**config.mk**
```make
export PLATFORM = sky130hd
export DESIGN_NAME = cordic_sqrt_check
export DESIGN_NICKNAME = d
export VERILOG_FILES = /design/src/rtl/cordic_pkg.sv /design/src/rtl/sqrt_bound_cmp.sv /design/src/rtl/cordic_sqrt_check.sv
export SDC_FILE = /design/constraint.sdc
export NUM_CORES = 1
export LEC_CHECK = 0
export ABC_AREA = 1
export CORE_UTILIZATION = 31
export DETAILED_ROUTE_END_ITERATION = 6
export PLACE_DENSITY = 0.58
export SYNTH_ARGS = -nofsm -noshare
export SYNTH_HDL_FRONTEND = slang
export SYNTH_SLANG_ARGS = --single-unit
```
**constraint.sdc**
```tcl
create_clock -name clk -period 9.48 [get_ports clk]
set_input_delay 0.948 -clock clk [delete_from_list [all_inputs] [get_ports clk]]
set_output_delay 0.948 -clock clk [all_outputs]
set_load 0.02 [all_outputs]
```
**src/rtl/cordic_pkg.sv**
```systemverilog
// Shared types and default widths for the CORDIC square-root result checker.
package cordic_pkg;

    localparam int ROOT_W_DEF = 16;
    localparam int RAD_W_DEF  = 2 * ROOT_W_DEF;
    localparam int CNT_W_DEF  = $clog2(ROOT_W_DEF);

    typedef enum logic [1:0] {
        ST_IDLE  = 2'd0,
        ST_MUL   = 2'd1,
        ST_CHECK = 2'd2,
        ST_DONE  = 2'd3
    } state_e;

    // Bit-counter width; a 1-bit root still needs a 1-bit counter.
    function automatic int cnt_width(input int w);
        return (w > 1) ? $clog2(w) : 1;
    endfunction

endpackage

```
**src/rtl/sqrt_bound_cmp.sv**
```systemverilog
// Floor-square-root bound check: acc <= radicand < acc + 2*root + 1.
// Purely combinational; the remainder is forced to zero on a failed check.
module sqrt_bound_cmp
    import cordic_pkg::*;
#(
    parameter int ROOT_W = ROOT_W_DEF,
    parameter int RAD_W  = RAD_W_DEF
) (
    input  logic [RAD_W-1:0]  acc,
    input  logic [ROOT_W-1:0] root,
    input  logic [RAD_W-1:0]  radicand,
    output logic              pass,
    output logic [RAD_W:0]    remainder
);

    logic [RAD_W:0] acc_x;
    logic [RAD_W:0] rad_x;
    logic [RAD_W:0] root_x2;
    logic [RAD_W:0] upper;
    logic           lo_ok;
    logic           hi_ok;

    // (root+1)^2 = root^2 + 2*root + 1; one extra bit keeps it from wrapping.
    always_comb begin
        acc_x   = {1'b0, acc};
        rad_x   = {1'b0, radicand};
        root_x2 = (RAD_W + 1)'(root) << 1;
        upper   = acc_x + root_x2 + (RAD_W + 1)'(1);
        lo_ok   = (acc_x <= rad_x);
        hi_ok   = (rad_x < upper);
        pass    = lo_ok && hi_ok;
        remainder = pass ? (rad_x - acc_x) : '0;
    end

endmodule

```
**src/rtl/cordic_sqrt_check.sv**
```systemverilog
// Checks a reported root against its radicand: squares the root with a
// bit-serial shift-add multiplier, then verifies it is the exact floor root.
//
// state    | meaning
// ---------+------------------------------------------------------------
// ST_IDLE  | waiting for start; operands latched on start
// ST_MUL   | one root bit per cycle, LSB first, accumulating root<<cnt
// ST_CHECK | bound compare; square/pass/remainder registered
// ST_DONE  | ready pulse; start here is accepted as in ST_IDLE
module cordic_sqrt_check
    import cordic_pkg::*;
#(
    parameter int ROOT_W = ROOT_W_DEF,
    parameter int RAD_W  = RAD_W_DEF
) (
    input  logic              clk,
    input  logic              rst_n,
    input  logic              start,
    input  logic [ROOT_W-1:0] root,
    input  logic [RAD_W-1:0]  radicand,
    output logic [RAD_W-1:0]  square,
    output logic [RAD_W:0]    remainder,
    output logic              pass,
    output logic              ready,
    output logic              busy
);

    localparam int CNT_W = cnt_width(ROOT_W);
    localparam logic [CNT_W-1:0] CNT_LAST = CNT_W'(ROOT_W - 1);

    state_e            state_q, state_d;
    logic [ROOT_W-1:0] root_q, root_d;
    logic [RAD_W-1:0]  rad_q, rad_d;
    logic [RAD_W-1:0]  acc_q, acc_d;
    logic [CNT_W-1:0]  cnt_q, cnt_d;
    logic [RAD_W-1:0]  square_q, square_d;
    logic [RAD_W:0]    rem_q, rem_d;
    logic              pass_q, pass_d;

    logic              accept;
    logic              cmp_pass;
    logic [RAD_W:0]    cmp_rem;

    assign accept = start && ((state_q == ST_IDLE) || (state_q == ST_DONE));

    sqrt_bound_cmp #(
        .ROOT_W (ROOT_W),
        .RAD_W  (RAD_W)
    ) u_bound (
        .acc       (acc_q),
        .root      (root_q),
        .radicand  (rad_q),
        .pass      (cmp_pass),
        .remainder (cmp_rem)
    );

    always_ff @(posedge clk or negedge rst_n) begin
        if (!rst_n) begin
            state_q <= ST_IDLE;
        end else begin
            state_q <= state_d;
        end
    end

    always_comb begin
        state_d = state_q;
        case (state_q)
            ST_IDLE:  if (accept) state_d = ST_MUL;
            ST_MUL:   if (cnt_q == CNT_LAST) state_d = ST_CHECK;
            ST_CHECK: state_d = ST_DONE;
            ST_DONE:  state_d = accept ? ST_MUL : ST_IDLE;
            default:  state_d = ST_IDLE;
        endcase
    end

    always_comb begin
        busy  = (state_q == ST_MUL) || (state_q == ST_CHECK);
        ready = (state_q == ST_DONE);
    end

    always_comb begin
        root_d   = root_q;
        rad_d    = rad_q;
        acc_d    = acc_q;
        cnt_d    = cnt_q;
        square_d = square_q;
        rem_d    = rem_q;
        pass_d   = pass_q;

        if (accept) begin
            root_d = root;
            rad_d  = radicand;
            acc_d  = '0;
            cnt_d  = '0;
        end else if (state_q == ST_MUL) begin
            if (root_q[cnt_q]) begin
                acc_d = acc_q + (RAD_W'(root_q) << cnt_q);
            end
            cnt_d = cnt_q + CNT_W'(1);
        end else if (state_q == ST_CHECK) begin
            square_d = acc_q;
            pass_d   = cmp_pass;
            rem_d    = cmp_rem;
        end
    end

    always_ff @(posedge clk or negedge rst_n) begin
        if (!rst_n) begin
            root_q   <= '0;
            rad_q    <= '0;
            acc_q    <= '0;
            cnt_q    <= '0;
            square_q <= '0;
            rem_q    <= '0;
            pass_q   <= 1'b0;
        end else begin
            root_q   <= root_d;
            rad_q    <= rad_d;
            acc_q    <= acc_d;
            cnt_q    <= cnt_d;
            square_q <= square_d;
            rem_q    <= rem_d;
            pass_q   <= pass_d;
        end
    end

    assign square    = square_q;
    assign remainder = rem_q;
    assign pass      = pass_q;

endmodule

```
* Yosys cells after proc, flatten, opt, wreduce, memory -nomap -nowiden
Index checks and enable logic that the tools add are counted.
** Storage, ports and cells
- Bits of input ports :: 51
- Flip-flop bits (word level) :: 152
- Logic and storage cells :: 47
- Output and inout port bits :: 68
** Operators by class
- Shift-type cells :: 1
- $add $sub $neg :: 5
- Bitwise operators :: 2
- Eq/ne operators :: 6
- $lt $le $gt $ge :: 3
- Multiplexer cells :: 12
- Reduce and logical (&&, ||, !) cells :: 10
** Operators by type and width (count)
- 32-bit 2-to-1 mux :: 3
- 32-bit by 17-bit adder with 33-bit output :: 1
- 33-bit by 1-bit adder with 33-bit output (second input constant) :: 1
- 32-bit by 33-bit less-than comparator with 1-bit output :: 1
- 33-bit 2-to-1 mux :: 1
- 32-bit by 32-bit subtractor with 33-bit output :: 1
- 32-bit adder :: 1
- 32-bit <= comparator :: 1
- 16-bit by 4-bit << shifter with 32-bit output :: 1
- 4-bit 2-to-1 mux :: 2
- 2-bit case mux with 4 select lines :: 1
- 4-bit by 5-bit less-than comparator with 1-bit output (second input constant) :: 1
- 4-bit by 1-bit adder with 4-bit output (second input constant) :: 1
- 1-bit binary-select mux with 4-bit select :: 1
- 2-bit == test (second input constant) :: 2
- 4-bit == test (second input constant) :: 1
- 2-bit 2-to-1 mux :: 2
- 2-bit != test (second input constant) :: 2
- 2-bit AND reduction :: 2
- 2-bit nonzero test :: 2
- 3-bit AND reduction :: 1
- 2-bit by 1-bit == test with 1-bit output (second input constant) :: 1
- 1-bit logical AND :: 2
- 2-bit logical NOT :: 1
- 3 further kinds :: 6

* Depth between registers and ports, before layout
Gate-level depths: netlist (run 1).
- Depth in word-level cells :: 5
- Mapped depth :: 27
- Depth with buffers taken out :: 26

* By module
From an unflattened synthesis (run 1), not the netlist that was laid out.
** Unflattened totals
- Cell total of the unflattened synthesis :: 1874
- Area total of the unflattened synthesis :: 13138.9 um^2
** By module, submodules not included
- cordic_sqrt_check :: sequential area each 3803.6 um^2, area each 8867.3 um^2, cells each 1127, times used 1
- sqrt_bound_cmp :: sequential area each 0.0 um^2, area each 4271.6 um^2, cells each 747, times used 1

* Worst setup path before layout (run 1)
Ideal clock, no wire load.
- Path kind :: flip-flop to flip-flop
- From :: reg root_q[1]
- To :: reg rem_q[13], in the netlist remainder[13]
- Buffers on the path :: 1
- Data required time :: 9.358 ns
- Slack :: 6.276 ns
- Period minus slack after synthesis :: 3.204 ns
- Arrival time :: 3.082 ns
- Cell stages (with the launch flop) :: 26
- Library setup time :: 0.122 ns
- Cell sequence :: dfrtp_1 ha_1 a21oi_1 nand2_1 a21oi_1 o21ai_1 a21oi_2 o21ai_0 xnor2_1 ha_1 nand2_1 nor2_1 nand2_1 nor2_1 nor2_1 nand2_1 nand2_1 nand2_1 nand2_1 nand2_1 nand2_1 nand2_1 nand2_2 nand2_4 buf_6 o21ai_2
** On the way
- Longest elaborated chain between the ends :: 5
** RTL lines
- start: declaration :: RTL line cordic_sqrt_check.sv:32 : logic [ROOT_W-1:0] root_q, root_d;
- start signal: assignment :: RTL line cordic_sqrt_check.sv:117 : root_q <= root_d;
- 32-bit by 17-bit adder with 33-bit output :: RTL line sqrt_bound_cmp.sv:28 : upper = acc_x + root_x2 + (RAD_W + 1)'(1);
- 33-bit by 1-bit adder with 33-bit output :: RTL line sqrt_bound_cmp.sv:28
- 32-bit by 33-bit less-than comparator with 1-bit output :: RTL line sqrt_bound_cmp.sv:30 : hi_ok = (rad_x < upper);
- 1-bit logical AND :: RTL line sqrt_bound_cmp.sv:31 : pass = lo_ok && hi_ok;
- 33-bit 2-to-1 mux :: RTL line sqrt_bound_cmp.sv:32 : remainder = pass ? (rad_x - acc_x) : '0;
- end signal: assignment :: RTL line cordic_sqrt_check.sv:122 : rem_q <= rem_d;
- end: declaration :: RTL line cordic_sqrt_check.sv:37 : logic [RAD_W:0] rem_q, rem_d;
No other way between the ends.
A chain may end at the register's enable or synchronous reset.

* Worst setup path in the final report (run 1)
- From :: reg root_q[1]
- To :: reg pass_q, in the netlist pass
** On the way
- Longest elaborated chain between the ends :: 4
** RTL lines
- 32-bit by 17-bit adder with 33-bit output :: RTL line sqrt_bound_cmp.sv:28
- 33-bit by 1-bit adder with 33-bit output :: RTL line sqrt_bound_cmp.sv:28
- 32-bit by 33-bit less-than comparator with 1-bit output :: RTL line sqrt_bound_cmp.sv:30
- 1-bit logical AND :: RTL line sqrt_bound_cmp.sv:31
- end signal: assignment :: RTL line cordic_sqrt_check.sv:123 : pass_q <= pass_d;
- end: declaration :: RTL line cordic_sqrt_check.sv:38 : logic pass_q, pass_d;
No other way between the ends.

==> results.json, run 1 <==
{
  "track_usage": 0.1981,
  "peakVddDrop_uv": 188.3,
  "synth.top_cells.by_area": "dfrtp_1 (31%), nand2_1 (16%), ha_1 (12%)",
  "syn_nets": 1884,
  "synth-edff-count": 0,
  "root_buffer": "clkbuf_16",
  "die_area_um2": 40180,
  "crit_fanout": 30,
  "drive_above_1_share": 0.05979,
  "cts_hold_buf": 0,
  "hold_path_class": "reg -> reg",
  "grt_max_degree": 99,
  "p_leak_nw": 6.764,
  "numPortBuffers": 118,
  "synth-async-reset-ratio": 1.000,
  "grt_pass1_wl_um": 62040,
  "dp_hpwl_um": 31860,
  "final_nets": 1980,
  "avgSynthCellArea_um2": 7.123,
  "grt.overflow.total": 0,
  "fin_setup_tns_ns": 0,
  "path_clk_slew_ns": 0.07,
  "start_kind": "flop",
  "clock.fmax_mhz": 244.2,
  "cts_tree": "yes",
  "post_cts_buffers": 0,
  "power-per-cell-area_nw_per_um2": 384.0,
  "power_mw": 5.537,
  "dr.first_iter.drc_count": 918,
  "synth_top_area_share": 0.3115,
  "rows": 72,
  "numCtsBuffers": 17,
  "setup_viol": 0,
  "slew-limit-headroom": 0.4086,
  "start_util": 0.3152,
  "crit_path_end_kind": "flop",
  "synth-seq-cells": 152,
  "synth-main-ff-cell": "dfrtp_1",
  "clock_path_buffers": 2,
  "cp_data_required_time_ns": 9.79,
  "routed_via_density": 4.984,
  "post-route-util": 0.3723,
  "slew_violations": 0,
  "clock_skew_ns": 0.02401,
  "rsz0062_at_grt": "false",
  "synth_cell_types": 48,
  "fillers": 4143,
  "gp_congestion": 0.9227,
  "syn_inst": 1714,
  "die_w_um": 200.5,
  "ant_nets": 0,
  "drt_wl_total_um": 39570,
  "drc": 0,
  "r2r_slack_ns": 5.38,
  "final_hold_viol_count": 0,
  "diodes": 0,
  "fin_crit_sh": 0.4320,
  "core_area_um2": 38740,
  "top_level_ports": 119,
  "antenna_found_initial": 0,
  "min_period_ns": 4.096,
  "crit_type": "reg -> reg",
  "yosysTopAreaCell": "dfrtp_1",
  "first_pass_iters": 5,
  "worstSkewPairLatency_ns": 0.47,
  "wl_per_cell_um": 16.90,
  "area_delta_synth_final_pct": 18.11,
  "num_vias": 11667,
  "postCtsResizedCells": 0,
  "ys.warnings.count": 0,
  "outcome": "finished, final reports clean",
  "die_y_um": 200.5,
  "grt_pass1_vias": 11381,
  "critical_path_arrival_ns": 4.40,
  "numClockSinks": 152,
  "tightest_slew_ns": 0.8871,
  "htreeDepth": 4,
  "seq_area_frac_synth": 0.3115,
  "synth_area_um2": 12210,
  "cap_violations": 0
}
==> layout by cell type (no fill, tap or decap), types with 5 or more instances in the layout <==
cell type        netlist  routed
a21o_1                10      10
a21oi_1              130     130
a31oi_1               11      11
buf_4                  0       6
clkbuf_16              0      17
clkdlybuf4s50_1        0     117
dfrtp_1              152     152
ha_1                 116     116
inv_1                150     150
inv_2                 15      16
inv_6                  0       5
mux2i_1                5       5
nand2_1              512     512
nand3_1               59      59
nand4_1               17      17
nor2_1               121     120
nor3_1                22      22
o21a_1                 7       7
o21ai_0              126     126
o21ai_1               24      24
o21ai_2               29      29
o21bai_1              12      12
o22ai_1               25      25
or2_2                  6       6
xnor2_1               32      32
xor2_1                38      38
==> stage by stage <==
step	setup slack (ns)	hold slack [ns]	cell area [um^2]	instances
finish	5.384	0.4827	14420	2341
global route	4.985	0.4931	14420	2341
CTS	5.339	0.4859	14420	2341
detailed placement	5.367	0.4694	13860	2309
global placement	5.415	0.4672	13860	2309
floorplan	6.276	0.4764	12210	1714
==> synth_stat cells, types with 6 or more instances <==
| master | n |
|---|---|
| o21ai_2 | 29 |
| nor2_1 | 121 |
| buf_1 | 7 |
| o21bai_1 | 12 |
| xnor2_1 | 32 |
| nor3_1 | 22 |
| dfrtp_1 | 152 |
| nand2_1 | 512 |
| o21a_1 | 7 |
| nand4_1 | 17 |
| inv_2 | 15 |
| a21oi_1 | 130 |
| inv_1 | 150 |
| a31oi_1 | 11 |
| ha_1 | 116 |
| a21o_1 | 10 |
| o21ai_0 | 126 |
| clkbuf_1 | 29 |
| o22ai_1 | 25 |
| nand3_1 | 59 |
| xor2_1 | 38 |
| o21ai_1 | 24 |
| buf_6 | 6 |
| or2_2 | 6 |
==> logic make-up after synthesis <==
| family | after synthesis | synth area share |
|---|---|---|
| simple gates | 762 | 0.2561 |
| compound gates | 393 | 0.1846 |
| buf+inv | 213 | 0.06969 |
| flops | 152 | 0.3115 |
| fa+ha+maj | 119 | 0.1238 |
| xor+xnor | 70 | 0.05022 |
| mux | 5 | 0.004099 |
==> final cells by class <==
class / count / area (um^2) / share of cell area
Clock buffer: 18 / 439.2 / 0.03046
Clock inverter: 14 / 116.4 / 0.008069
Inverter: 166 / 623.1 / 0.04321
Multi-Input combinational cell: 1349 / 7562 / 0.5244
Sequential cell: 152 / 3804 / 0.2638
Tap cell: 518 / 648.1 / 0.04495
Timing Repair Buffer: 124 / 1227 / 0.08512
==> power breakdown <==
part | internal (mW) | switching [mW]
clock | 0.347 | 0.316
combinational | 1.34 | 2.38
sequential | 0.878 | 0.279
total | 2.56 | 2.97
==> state kept, by name, summed over array words and instances, names as in the netlist <==
| name | count |
|---|---|
| remainder | 33 |
| acc_q | 32 |
| rad_q | 32 |
| square | 32 |
| root_q | 16 |
| cnt_q | 4 |
| state_q | 2 |
| pass | 1 |
==> layer usage <==
| metal | track usage | share of wire | wire length (um) | up-vias |
|---|---|---|---|---|
| li1 | - | - | - | 5908 |
| met1 | 0.2651 | 0.47 | 18690 | 5478 |
| met2 | 0.3309 | 0.47 | 18580 | 235 |
| met3 | 0.02906 | 0.037 | 1460 | 46 |
| met4 | 0.05643 | 0.021 | 845 | 0 |
| met5 | 0 | 0 | 0 | - |
==> worst paths after layout <==
path / end / startpoint / depth (start not counted)
max: pass / root_q[1] / 24
min: remainder[23] / remainder[23] / 2
max reg2reg: pass / root_q[1] / 24
min reg2reg: remainder[23] / remainder[23] / 2
max in group asynchronous: rad_q[9] / rst_n / 2
min in group asynchronous: acc_q[23] / rst_n / 1
==> worst max-delay path, cell delays in order, from the launching register on <==
cell     delay (ns)
dfrtp_1        0.46
ha_1           0.38
a21oi_1        0.15
nand2_1        0.15
a21oi_1        0.35
o21ai_1        0.20
a21oi_2        0.24
o21ai_0        0.13
xnor2_1        0.16
ha_1           0.27
nand2_1        0.05
nor2_1         0.11
nand2_1        0.08
nor2_1         0.11
nor2_1         0.05
nand2_1        0.07
nand2_1        0.05
nand2_1        0.09
nand2_1        0.06
nand2_1        0.06
nand2_1        0.04
nand2_1        0.06
nand2_2        0.12
nand2_4        0.41
nand2_1        0.10
Power figures use the tool's default switching activity.
==> run 2: changes to the inputs <==
Clock period 9.48 ns to 3.8 ns, I/O delays scaled along.
==> results.json, run 2 (synthesized netlist as in run 1, its figures left out) <==
{
  "outcome": "finished, final reports clean",
  "routed_via_density": 4.992,
  "start_util": 0.3152,
  "power_mw": 14.49,
  "track_usage": 0.2049,
  "reg2reg_to": "remainder[15]",
  "drive_above_1_share": 0.09067,
  "fillers": 4109,
  "first_pass_iters": 7,
  "slew_violations": 0,
  "dp_hpwl_um": 32950,
  "dr.first_iter.drc_count": 806,
  "mostFrequentLayoutCells": "nand2_1 (511), inv_1 (150), dfrtp_1 (148)",
  "peakVddDrop_uv": 373.4,
  "power-per-cell-area_nw_per_um2": 970.3,
  "drt_wl_total_um": 40860,
  "place_inst": 2344,
  "die_y_um": 200.5,
  "final_hold_viol_count": 0,
  "grt_max_degree": 84,
  "post-route-util": 0.3854,
  "numClockSinks": 152,
  "cpPeakStageDelay_ns": 0.45,
  "cts_hold_buf": 0,
  "die_area_um2": 40180,
  "hold_path_class": "in -> async",
  "ant_nets": 0,
  "path_clk_slew_ns": 0.07,
  "top_level_ports": 119,
  "die_w_um": 200.5,
  "fin_crit_sh": 0.9357,
  "start_kind": "flop",
  "min_period_ns": 3.556,
  "rows": 72,
  "wl_per_cell_um": 17.15,
  "cp_data_required_time_ns": 4.18,
  "slew-limit-headroom": 0.4372,
  "drc": 0,
  "critical_path_arrival_ns": 3.94,
  "grt_pass1_vias": 11769,
  "largest_reg_flops": 33,
  "layout_commonest_cell": "nand2_1",
  "r2r_slack_ns": 0.24,
  "grt.overflow.total": 0,
  "numCtsBuffers": 17,
  "fin_setup_tns_ns": 0,
  "tightest_slew_ns": 0.8442,
  "core_area_um2": 38740,
  "placed_area_um2": 14180,
  "gp_congestion": 0.9177,
  "final_cells": 2382,
  "area_delta_synth_final_pct": 22.29,
  "diodes": 0,
  "crit_family": "simple AND/OR/NAND/NOR gates",
  "crit_type": "reg -> reg",
  "cts_tree": "yes",
  "clock.fmax_mhz": 281.2,
  "worstSkewPairLatency_ns": 0.46,
  "critPathBufInv": 4,
  "numPortBuffers": 118,
  "htreeDepth": 4,
  "root_buffer": "clkbuf_16",
  "r2r-start": "root_q[7]",
  "crit_fanout": 19,
  "critPathMostFrequentCell": "nand2_1",
  "antenna_found_initial": 0,
  "cap_violations": 0,
  "p_leak_nw": 6.994,
  "cpMaxStageDelayCell": "dfrtp_2",
  "clock_skew_ns": 0.01025,
  "num_vias": 11891,
  "final_nets": 2021,
  "grt_pass1_wl_um": 64220,
  "rr_worst_depth": 27,
  "fin_area_um2": 14930,
  "crit_path_end_kind": "flop",
  "setup_viol": 0,
  "clock_path_buffers": 2
}
## run 2: cell count changes in the layout (fill, tap and decap cells not counted), sizes merged
cell | previous run | this run
bufinv | 0 | 1
buf | 7 | 48
clkinvlp | 4 | 1
inv | 172 | 176
clkbuf | 18 | 17
clkinv | 4 | 3
## run 2: report_power, final
group,internal (mW),switching (mW)
combinational,3.72,6.24
clock,0.929,0.806
sequential,2.20,0.600
## run 2: how the worst max path moves through the flow
stage                    endpoint  depth (start not counted)      start  slack, ns
finish              remainder[15]                         27  root_q[7]       0.24
global route         remainder[2]                         27  root_q[3]      -0.06
CTS                  remainder[2]                         25  root_q[7]       0.04
detailed placement   remainder[2]                         25  root_q[7]       0.08
global placement     remainder[2]                         25  root_q[7]       0.11
floorplan           remainder[13]                         25  root_q[1]       0.60
## run 2: area by class of cell
cell class	instances	area [um^2]	area share
Clock buffer	17	425.4	0.02849
Clock inverter	15	155.1	0.01039
Inverter	166	623.1	0.04173
Multi-Input combinational cell	1349	7685	0.5147
Sequential cell	152	3809	0.2551
Tap cell	518	648.1	0.04341
Timing Repair Buffer	165	1585	0.1062
## run 2: timing repair
action	CTS	global route
setup endpoints to repair	0	31
endpoints found under the hold margin	0	0
resized for setup	0	20
setup buffers	0	6
## run 2: metal layers
metal | routed length (um) | part of all wire | track usage
met1 | 19340 | 0.47 | 0.2757
met2 | 18990 | 0.46 | 0.3433
met3 | 1705 | 0.042 | 0.02386
met4 | 820 | 0.020 | 0.06243
met5 | 0 | 0 | 0
## run 2: per-stage QoR
step	hold WS, ns	setup slack (ns)
finish	0.005143	0.2443
global route	0.07170	-0.05609
CTS	0.03172	0.03900
detailed placement	0.4717	0.07592
global placement	0.4679	0.1085
floorplan	0.08441	0.5959
## run 2: worst register-to-register path: cells and delay by family, from the launching register on
kind            cells  cell delay (ns)
buf+inv             4             0.49
fa+ha+maj           2             0.53
flops               1             0.45
simple gates       15             0.98
xor+xnor            1             0.17
compound gates      5             0.85
==> run 3: changes to the inputs <==
Settings changed: PLACE_DENSITY 0.58 to 0.59.
Clock period 3.8 ns to 2.9 ns, I/O delays scaled along.
==> results.json, run 3 (synthesized netlist as in run 1, its figures left out) <==
{
  "outcome": "complete, but fails checks",
  "violations": "setup timing",
  "setup_viol": 52,
  "die_w_um": 200.5,
  "cap_violations": 0,
  "layout_commonest_cell": "nand2_1",
  "antenna_found_initial": 0,
  "cpPeakStageDelay_ns": 0.45,
  "start_kind": "flop",
  "largest_reg_flops": 33,
  "cts_tree": "yes",
  "slew_violations": 0,
  "fillers": 3666,
  "power-per-cell-area_nw_per_um2": 1331,
  "crit_type": "reg -> reg",
  "num_vias": 13432,
  "dr.first_iter.drc_count": 711,
  "rsz0062_at_grt": "true",
  "area_delta_synth_final_pct": 59.94,
  "grt_pass1_vias": 13333,
  "dp_hpwl_um": 36610,
  "gp_congestion": 0.9351,
  "place_inst": 2608,
  "dp_slack_ns": -0.5251,
  "drive_above_1_share": 0.3647,
  "crit_path_end_kind": "flop",
  "root_buffer": "clkbuf_16",
  "start_util": 0.3152,
  "cpMaxStageDelayCell": "dfrtp_2",
  "ant_nets": 0,
  "final_nets": 2337,
  "final_hold_viol_count": 0,
  "htreeDepth": 4,
  "die_y_um": 200.5,
  "diodes": 0,
  "placed_area_um2": 16280,
  "path_clk_slew_ns": 0.07,
  "critical_path_arrival_ns": 3.70,
  "routed_via_density": 4.979,
  "worstSkewPairLatency_ns": 0.46,
  "fin_crit_sh": 1.142,
  "numClockSinks": 152,
  "fin_setup_tns_ns": -14.85,
  "track_usage": 0.2293,
  "p_leak_nw": 9.063,
  "cp_data_required_time_ns": 3.29,
  "wl_per_cell_um": 17.64,
  "top_level_ports": 119,
  "clock.fmax_mhz": 302.0,
  "critPathMostFrequentCell": "nand2_1",
  "drt_wl_total_um": 47590,
  "slew-limit-headroom": 0.5306,
  "post-route-util": 0.5041,
  "grt.overflow.total": 0,
  "rows": 72,
  "grt_pass1_wl_um": 71790,
  "numPortBuffers": 118,
  "die_area_um2": 40180,
  "crit_fanout": 5,
  "mostFrequentLayoutCells": "nand2_1 (435), buf_4 (316), dfrtp_1 (144)",
  "numCtsBuffers": 17,
  "worst_slack_ns": -0.4116,
  "tightest_slew_ns": 0.7041,
  "final_cells": 2698,
  "first_pass_iters": 5,
  "grt_max_degree": 73,
  "peakVddDrop_uv": 552.5,
  "min_period_ns": 3.312,
  "clock_skew_ns": 0.02373,
  "clock_path_buffers": 2,
  "drc": 0,
  "fin_area_um2": 19530,
  "hold_path_class": "in -> reg",
  "core_area_um2": 38740
}
run 3: repair_timing:
action,CTS,global route
hold buffers,1,0
gates cloned,2,2
setup buffers,44,21
gates resized for setup,298,253
pin swaps,117,169
hold endpoints to repair,68,0
endpoints found under the setup margin,57,59
run 3: worst paths after layout:
kind | from | end | slack, ns | cells after the start
min in group asynchronous | rst_n | acc_q[24] | 0.40 | 2
worst max-delay path | root_q[5] | remainder[16] | -0.41 | 27
worst min register to register | square[18] | square[18] | 0.48 | 2
max in group asynchronous | rst_n | root_q[10] | 1.64 | 3
worst max register to register | root_q[5] | remainder[16] | -0.41 | 27
worst min-delay path | radicand[24] | rad_q[24] | 0.38 | 3
run 3: stage by stage:
stage / power [mW] / hold WS, ns
3_3_place_gp: 18.89 / 0.3547
5_1_grt: 27.92 / 0.3853
6_report: 26.00 / 0.3790
2_1_floorplan: 12.59 / -0.005591
4_1_cts: 23.46 / 0.3654
3_5_place_dp: 19.06 / 0.3558
run 3: where the power goes:
| group | switching, mW | internal (mW) |
|---|---|---|
| Sequential | 0.734 | 2.89 |
| Combinational | 11.1 | 8.98 |
| Clock | 0.962 | 1.35 |
run 3: routing by layer:
metal | track usage | up-vias | share of wire
met3 | 0.03019 | 85 | 0.039
met1 | 0.3048 | 6372 | 0.45
met4 | 0.07879 | 0 | 0.036
met2 | 0.3822 | 351 | 0.47
met5 | 0 | - | 0
li1 | - | 6624 | -
run 3: layout make-up:
| type | instances | area (um^2) | area share |
|---|---|---|---|
| clock buffer | 21 | 440.4 | 0.02255 |
| clock inverter | 11 | 148.9 | 0.007625 |
| inverter | 166 | 628.1 | 0.03216 |
| multi-input combinational | 1349 | 9679 | 0.4957 |
| sequential | 152 | 3814 | 0.1953 |
| tap | 518 | 648.1 | 0.03319 |
| timing repair buffer | 481 | 4169 | 0.2135 |
run 3: critical path: cells and delay by family (launching register included):
kind	cells	cell delay, ns
and+or+nand+nor	15	0.97
AOI/OAI and AO/OA	5	0.74
adders and majority gates	2	0.52
DFF	1	0.45
buffers and inverters	4	0.44
xor gates and xnor gates	1	0.15
